## src/rtl/adder_share_arbiter.sv

```systemverilog
// rtl/adder_share_arbiter.sv - round-robin arbiter sharing one registered adder among NREQ requesters
// One operation is outstanding at a time: grant, issue pulse, wait LAT cycles, hold response until taken.
module adder_share_arbiter #(
  parameter int NREQ  = 4,
  parameter int WIDTH = 8,
  parameter int LAT   = 1,
  parameter int IDW   = 2
) (
  input  logic                  clock,
  input  logic                  reset_n,
  input  logic [NREQ-1:0]       req_valid,
  output logic [NREQ-1:0]       req_ready,
  input  logic [NREQ*WIDTH-1:0] req_a,
  input  logic [NREQ*WIDTH-1:0] req_b,
  input  logic [NREQ-1:0]       req_cin,
  output logic                  rsp_valid,
  input  logic                  rsp_ready,
  output logic [IDW-1:0]        rsp_id,
  output logic [WIDTH-1:0]      rsp_sum,
  output logic                  rsp_cout,
  output logic [WIDTH-1:0]      add_a,
  output logic [WIDTH-1:0]      add_b,
  output logic                  add_cin,
  output logic                  add_en,
  input  logic [WIDTH-1:0]      add_sum,
  input  logic                  add_cout,
  output logic                  busy
);

  localparam int PW = (NREQ > 1) ? $clog2(NREQ) : 1;

  typedef enum logic [1:0] {S_IDLE, S_ISSUE, S_WAIT, S_RESP} state_t;

  state_t           state_q, state_d;
  logic [PW-1:0]    ptr_q, ptr_d;
  logic [2:0]       cnt_q, cnt_d;
  logic             rsp_valid_q, rsp_valid_d;
  logic [IDW-1:0]   rsp_id_q, rsp_id_d;
  logic [WIDTH-1:0] rsp_sum_q, rsp_sum_d;
  logic             rsp_cout_q, rsp_cout_d;
  logic [WIDTH-1:0] add_a_q, add_a_d;
  logic [WIDTH-1:0] add_b_q, add_b_d;
  logic             add_cin_q, add_cin_d;
  logic             add_en_q, add_en_d;
  logic             busy_q, busy_d;

  logic             grant_valid;
  logic [PW-1:0]    grant_idx;
  logic [WIDTH-1:0] sel_a, sel_b;
  logic             sel_cin;

  // Lowest valid index above the pointer wins; otherwise wrap to the lowest at or below it.
  always_comb begin
    grant_valid = 1'b0;
    grant_idx   = '0;
    for (int i = NREQ - 1; i >= 0; i--) begin
      if (req_valid[i] && (i <= int'(ptr_q))) begin
        grant_valid = 1'b1;
        grant_idx   = PW'(i);
      end
    end
    for (int i = NREQ - 1; i >= 0; i--) begin
      if (req_valid[i] && (i > int'(ptr_q))) begin
        grant_valid = 1'b1;
        grant_idx   = PW'(i);
      end
    end
  end

  always_comb begin
    sel_a     = '0;
    sel_b     = '0;
    sel_cin   = 1'b0;
    req_ready = '0;
    for (int i = 0; i < NREQ; i++) begin
      if (PW'(i) == grant_idx) begin
        sel_a   = req_a[i*WIDTH +: WIDTH];
        sel_b   = req_b[i*WIDTH +: WIDTH];
        sel_cin = req_cin[i];
      end
      req_ready[i] = reset_n && (state_q == S_IDLE) && grant_valid && (PW'(i) == grant_idx);
    end
  end

  always_comb begin
    state_d     = state_q;
    ptr_d       = ptr_q;
    cnt_d       = cnt_q;
    rsp_valid_d = rsp_valid_q;
    rsp_id_d    = rsp_id_q;
    rsp_sum_d   = rsp_sum_q;
    rsp_cout_d  = rsp_cout_q;
    add_a_d     = add_a_q;
    add_b_d     = add_b_q;
    add_cin_d   = add_cin_q;
    add_en_d    = 1'b0;
    case (state_q)
      S_IDLE: begin
        if (grant_valid) begin
          add_a_d   = sel_a;
          add_b_d   = sel_b;
          add_cin_d = sel_cin;
          add_en_d  = 1'b1;
          ptr_d     = grant_idx;
          rsp_id_d  = IDW'(grant_idx);
          state_d   = S_ISSUE;
        end
      end
      S_ISSUE: begin
        cnt_d   = 3'(LAT - 1);
        state_d = S_WAIT;
      end
      S_WAIT: begin
        if (cnt_q == 3'd0) begin
          rsp_sum_d   = add_sum;
          rsp_cout_d  = add_cout;
          rsp_valid_d = 1'b1;
          state_d     = S_RESP;
        end else begin
          cnt_d = cnt_q - 3'd1;
        end
      end
      S_RESP: begin
        if (rsp_ready) begin
          rsp_valid_d = 1'b0;
          state_d     = S_IDLE;
        end
      end
      default: state_d = S_IDLE;
    endcase
    busy_d = (state_d != S_IDLE);
  end

  always_ff @(posedge clock) begin
    if (!reset_n) begin
      state_q     <= S_IDLE;
      ptr_q       <= PW'(NREQ - 1);
      cnt_q       <= '0;
      rsp_valid_q <= 1'b0;
      rsp_id_q    <= '0;
      rsp_sum_q   <= '0;
      rsp_cout_q  <= 1'b0;
      add_a_q     <= '0;
      add_b_q     <= '0;
      add_cin_q   <= 1'b0;
      add_en_q    <= 1'b0;
      busy_q      <= 1'b0;
    end else begin
      state_q     <= state_d;
      ptr_q       <= ptr_d;
      cnt_q       <= cnt_d;
      rsp_valid_q <= rsp_valid_d;
      rsp_id_q    <= rsp_id_d;
      rsp_sum_q   <= rsp_sum_d;
      rsp_cout_q  <= rsp_cout_d;
      add_a_q     <= add_a_d;
      add_b_q     <= add_b_d;
      add_cin_q   <= add_cin_d;
      add_en_q    <= add_en_d;
      busy_q      <= busy_d;
    end
  end

  assign rsp_valid = rsp_valid_q;
  assign rsp_id    = rsp_id_q;
  assign rsp_sum   = rsp_sum_q;
  assign rsp_cout  = rsp_cout_q;
  assign add_a     = add_a_q;
  assign add_b     = add_b_q;
  assign add_cin   = add_cin_q;
  assign add_en    = add_en_q;
  assign busy      = busy_q;

endmodule

```

## config.mk

```make
export PLATFORM = sky130hd
export DESIGN_NAME = adder_share_arbiter
export DESIGN_NICKNAME = d
export VERILOG_FILES = /design/src/rtl/adder_share_arbiter.sv
export SDC_FILE = /design/constraint.sdc
export NUM_CORES = 1
export LEC_CHECK = 0
export BUFFER_PORTS_ARGS = -buffer_cell sky130_fd_sc_hd__buf_2
export CAP_MARGIN = 10
export CELL_PAD_IN_SITES_DETAIL_PLACEMENT = 1
export CELL_PAD_IN_SITES_GLOBAL_PLACEMENT = 1
export CORE_MARGIN = 5
export CORE_UTILIZATION = 32
export CTS_CLUSTER_SIZE = 12
export DETAILED_ROUTE_END_ITERATION = 6
export GPL_TIMING_DRIVEN = 0
export PLACE_DENSITY_LB_ADDON = 0.05
export SYNTH_ARGS = -nofsm -noshare
export SYNTH_HDL_FRONTEND = slang
export SYNTH_SLANG_ARGS = --single-unit
```

## constraint.sdc

```tcl
create_clock -name clock -period 2 [get_ports clock]
set_input_delay 0.1 -clock clock [delete_from_list [all_inputs] [get_ports clock]]
set_output_delay 0.1 -clock clock [all_outputs]
set_load 0.01 [all_outputs]
```

# Word level (Yosys, flattened, before mapping)
# Cells that the tools add are included.
# word_totals
word_cells	87
output_inout_bits	35
inputBits	84
regBits	38
# classes
muxes	36
reduce_logical	23
order_cmp	6
eq_ne	9
addsub	1
# op_table
op	count
8-bit two-way mux	8
2-bit two-way mux	10
1-bit two-way mux	14
1-bit logical AND	12
2-bit one-hot mux with 4 select lines	1
2-bit AND reduction	4
2-bit != test, second input constant	3
3-bit one-hot mux with 2 select lines	1
2-bit nonzero test	3
2-bit equality test, first input constant	2
2-bit equality test, second input constant	2
2-bit greater-than comparator, first input constant	2
2-bit less-or-equal comparator, first input constant	2
2-bit logical NOT	2
3-bit logical NOT	1
3-bit two-way mux	1
3-bit AND reduction	1
3-bit by 1-bit subtractor with 3-bit output, second input constant	1
1-bit by 2-bit equality test with 1-bit output, first input constant	1
2-bit by 1-bit equality test with 1-bit output, second input constant	1
1-bit by 2-bit greater-than comparator with 1-bit output, first input constant	1
1-bit by 2-bit less-or-equal comparator with 1-bit output, first input constant	1
1-bit one-hot mux with 2 select lines	1

# Logic depth before layout (Yosys ltp)
# depth
ltp_word	14
depth_mapped	7
mapped_depth_nobuf	6

# Worst setup path before layout
# Ideal clock, no wire load.
# synth_path
path_type	flip-flop to flip-flop
start	register state_q[1]
end	register rsp_cout_q (netlist: rsp_cout)
setup_ns	0.122
required_ns	1.878
period_less_slack_ns	1.705
n_path_buf	2
path_stages_with_launch	7
arrival_time_ns	1.583
path_slack_ns	0.295
path_cell_list	dfxtp_1 > clkbuf_1 > inv_1 > or4b_2 > clkbuf_1 > nand2_1 > a21boi_0
# synth_via
elab_chain_cells	2
# synth_rtl
element	line_no	source
from (decl)	34	state_t state_q, state_d;
from (signal assigned)	149	state_q <= state_d;
2-bit equality test	97	case (state_q)
2-bit AND reduction (no source line)	-	
to (signal assigned)	155	rsp_cout_q <= rsp_cout_d;
to (decl)	40	logic rsp_cout_q, rsp_cout_d;
# No other way between the ends.
# A chain may end at the register's enable or synchronous reset.

# Worst setup path after layout
# layout_path
start	register ptr_q[1]
end	output req_ready[0]
# layout_via
elab_chain_cells	11
elab_cells_between_ends	29
cone_classes	6 x order compare; 14 x mux; 9 x reduce/logical
# layout_rtl
element	line_no	source
from (decl)	35	logic [PW-1:0] ptr_q, ptr_d;
from (signal assigned)	137	ptr_q <= PW'(NREQ - 1);
from (signal assigned)	150	ptr_q <= ptr_d;
2-bit less-or-equal comparator	57	if (req_valid[i] && (i <= int'(ptr_q))) begin
1-bit logical AND	57	
2-bit two-way mux or 1-bit two-way mux (tied branches) (4 in a row)	57	
2-bit two-way mux or 1-bit two-way mux (tied branches) (3 in a row)	63	if (req_valid[i] && (i > int'(ptr_q))) begin
2-bit logical NOT or 1-bit logical AND (tied branches)	81	req_ready[i] = reset_n && (state_q == S_IDLE) && grant_valid && (PW'(i) == grant_idx);
1-bit logical AND *	81	
to (decl)	12	output logic [NREQ-1:0] req_ready,
# Mark *: on every way between the ends. The rest lies on a longest branch, timed or not.

==> results.md <==
- Max Used Layer: met4
- Antenna violations before repair: 0
- Initial core utilization: 0.3299
- Hold endpoint: add_a[7]
- GPL Wtd Cong: 0.7965
- Detailed Route Iter0 Violations: 130
- Post-Synth Simple-Gate Area: 0.1499
- Final min period: 1916 ps
- Synth Area in XOR/XNOR: 0
- Hold buffer count at CTS: 0
- Synth Instances: 266
- Cell leakage power: 1.414 nW
- CTS tree: built
- Drt wl/cell: 18.14 um
- Status: finished clean
- #FFs+latches synth: 38
- Final period utilization: 0.9580
- Clock Power Share: 0.232
- Gr usage total: 0.1979
- WL final: 8.705 mm
- Max FO, Critical Path: 10
- Met2 WL: 4.317 mm
- Root Buffer: clkbuf_8
- Largest family of logic cells by synthesized area: compound AO/OA/AOI/OAI gates
- Worst path bufs/invs: 2
- Maximum root-to-sink buffer count: 2
- Reg2reg start: ptr_q[1]
- Post-synthesis sequential area ratio: 0.3376
- CP cell instances: buf_2 > nand2b_1 > a21oi_4 > o211a_1 > and3b_1 > buf_2
- Final net count: 469
- Final Hold Viols: 0
- Avg Synthesized Cell Area: 8.471 um^2
- Vias in the first global route: 2771
- WP data arrival: 1820 ps
- Worst min-delay path class: input pin to flop
- Site row count: 30
- Die Y: 93.92 um
- Synthesis-to-finish area growth: 38.81%
- Worst R2R Path Depth: 6
- Sequential power share: 0.388
- Max Fclk: 521.9 MHz
- Num CTS Buffers: 5
- Antenna cell count: 0
- Pwr Density: 789.4 nW/um^2
- Post-synth top flop: dfxtp_1
- First-pass GRT wire length: 13.88 mm
- Compound-cell area share of the yosys netlist: 0.4048
- Hold path startpoint: req_a[31]
- Internal: 1.553 mW
- Syn nets: 352
- Synth cell types: 43
- Clock skew: 4.278 ps
- Sw power: 0.9165 mW
- Total gr overflow: 0
- Post-layout util: 0.4579
- Synth area leaders: dfxtp_1 (34%), a222oi_1 (7.6%), o2111ai_1 (7.0%)
- Comb power frac: 0.380
- WL met1: 3.699 mm
- Vias: 2710
- Crit-path most repeated cell: buf_2
- Max cap viols: 0
- ANT nets after route: 0
- Top cell type's share of synthesized area: 0.3376
- I/O Pins: 119
- Async set or reset register ratio after synthesis: 0
- Core area: 6832 um^2
- Critical path's top delay family: compound AO/OA/AOI/OAI gates
- Sinks on the clock net: 38
- Slew HR: 0.5714
- Post-synth EDFFs: 0
- Slowest CP cell: dfxtp_1
- Die footprint: 8820 um^2
- Met3 wire length: 604 um
- DP Cell Count: 476
- H-tree Lvls: 2
- RR Endpoint: add_a[1]
- DIE WIDTH: 93.92 um
- Unrepaired setup endpoints after global routing: no
- Layout cells sized above 1: 0.3984
- Synthesized cell area: 2253 um^2
- Final setup fails: 0
- Worst-margin pin slew: 640.2 ps
- Commonest non-fill, non-tap cell in the layout: buf_2
- CP Class: flop to output port
- Commonest non-fill, non-tap cells in the layout: buf_2 (119), dfxtp_1 (36), nand2_1 (27)
- DP Wirelength: 6.510 mm
- Post-synth top area cell: dfxtp_1
- CP required: 1900 ps
- Max Slew Vio Count: 0
- Hold Path Depth: 3
- Setup crit start kind: flop
- CTS clock-pin slew for the worst setup and hold paths: 80 ps
- Adder-cell share of the synthesized area: 0.01110
- R2R setup slack: 140 ps
- Largest net degree at the start of global routing: 13
- Yosys warning count: 0
- Setup crit end kind: output port
- PortBufs: 114
- Finished Layout Cells: 480
- Skew-Pair Late Insertion Delay: 290 ps
- DR DRC count: 0
- Peak VDD IR: 0.3133 mV
- Post-DR vias/cell: 5.646
- Pre-antenna DRT Iters: 6
- Sw Ratio: 0.3712
- Critical Path Max Stage Delay: 340 ps
- Mux contribution to synthesized area: 0
==> repair_timing <==
action / CTS / global route
endpoints found under the hold margin: 0 / 0
pin swaps: 1 / 2
buffers inserted: 1 / 0
gates resized for setup: 14 / 16
endpoints found under the setup margin: 28 / 27
==> worst register-to-register path: cells and delay by family (launching register included) <==
kind | cells | cell delay (ps)
flip-flops | 1 | 370
AO/OA/AOI/OAI | 3 | 780
buffers and inverters | 2 | 480
AND/OR/NAND/NOR | 1 | 130
==> registers in the layout, summed over array words and instances (netlist names), 2 cells and up <==
name	count
cnt_q	3
add_b	8
state_q	2
rsp_sum	8
rsp_id	2
add_a	8
ptr_q	2
==> stage by stage <==
stage	instance area [um^2]	setup slack, ps	power [mW]	hold slack, ps	TNS, ps
6_report	3128	83.98	2.469	48.40	0
4_1_cts	3104	2.002	2.481	37.92	0
5_1_grt	3128	1.392	2.632	49.44	0
3_5_place_dp	2944	-516.6	1.860	362.0	-5747
3_3_place_gp	2944	-502.1	1.845	351.3	-5249
2_1_floorplan	2253	295.3	1.503	244.9	0
==> cells by family (layout without fill, tap and decap cells) <==
kind of cell               count (synthesis)  count (layout)
and+or+nand+nor                           65              65
adders and majority gates                  2               2
DFF                                       38              38
AOI/OAI and AO/OA                        108             108
buffers and inverters                     53             171
==> how the worst max path moves through the flow <==
| stage | to | depth (start not counted) | slack [ps] | start |
|---|---|---|---|---|
| after floorplan | rsp_cout | 6 | 300 | state_q[1] |
| after global placement | add_a[7] | 6 | -500 | state_q[0] |
| after detailed placement | add_cin | 6 | -520 | state_q[0] |
| after CTS | req_ready[0] | 6 | 2 | ptr_q[1] |
| after global routing | add_a[1] | 6 | 1 | ptr_q[0] |
| final | req_ready[0] | 6 | 80 | ptr_q[1] |
==> cells in the mapped netlist, types with 8 or more instances <==
master,instances
inv_1,23
o2111ai_1,18
a222oi_1,17
nand2_1,27
buf_2,9
nor2_1,10
o221ai_1,17
a221oi_1,17
o21ai_0,8
clkbuf_1,20
a21boi_0,11
dfxtp_1,38
==> routing by layer <==
metal / vias to the layer above / track usage
met4: 0 / 0.04813
met5: - / 0
met1: 1323 / 0.2522
met3: 10 / 0.04808
li1: 1277 / -
met2: 100 / 0.3341
==> power groups by stage <==
stage | Clock, mW | Sequential, mW | Combinational (mW)
6_report | 0.573 | 0.958 | 0.938
3_3_place_gp | 0 | 0.946 | 0.899
3_5_place_dp | 0 | 0.947 | 0.913
5_1_grt | 0.629 | 0.975 | 1.03
2_1_floorplan | 0 | 0.985 | 0.518
4_1_cts | 0.599 | 0.944 | 0.938
==> final cells by class <==
| type | count | area [um^2] |
|---|---|---|
| fillers | 883 | 3704 |
| multi-input cells | 175 | 1349 |
| flip-flops and latches | 38 | 763.2 |
| repair buffers | 115 | 578.1 |
| plain buffers | 25 | 136.4 |
| well taps | 96 | 120.1 |
| inverters | 23 | 86.33 |
| clock buffers | 6 | 82.58 |
| clock inverters | 2 | 12.51 |
Power figures use the tool's default switching activity.
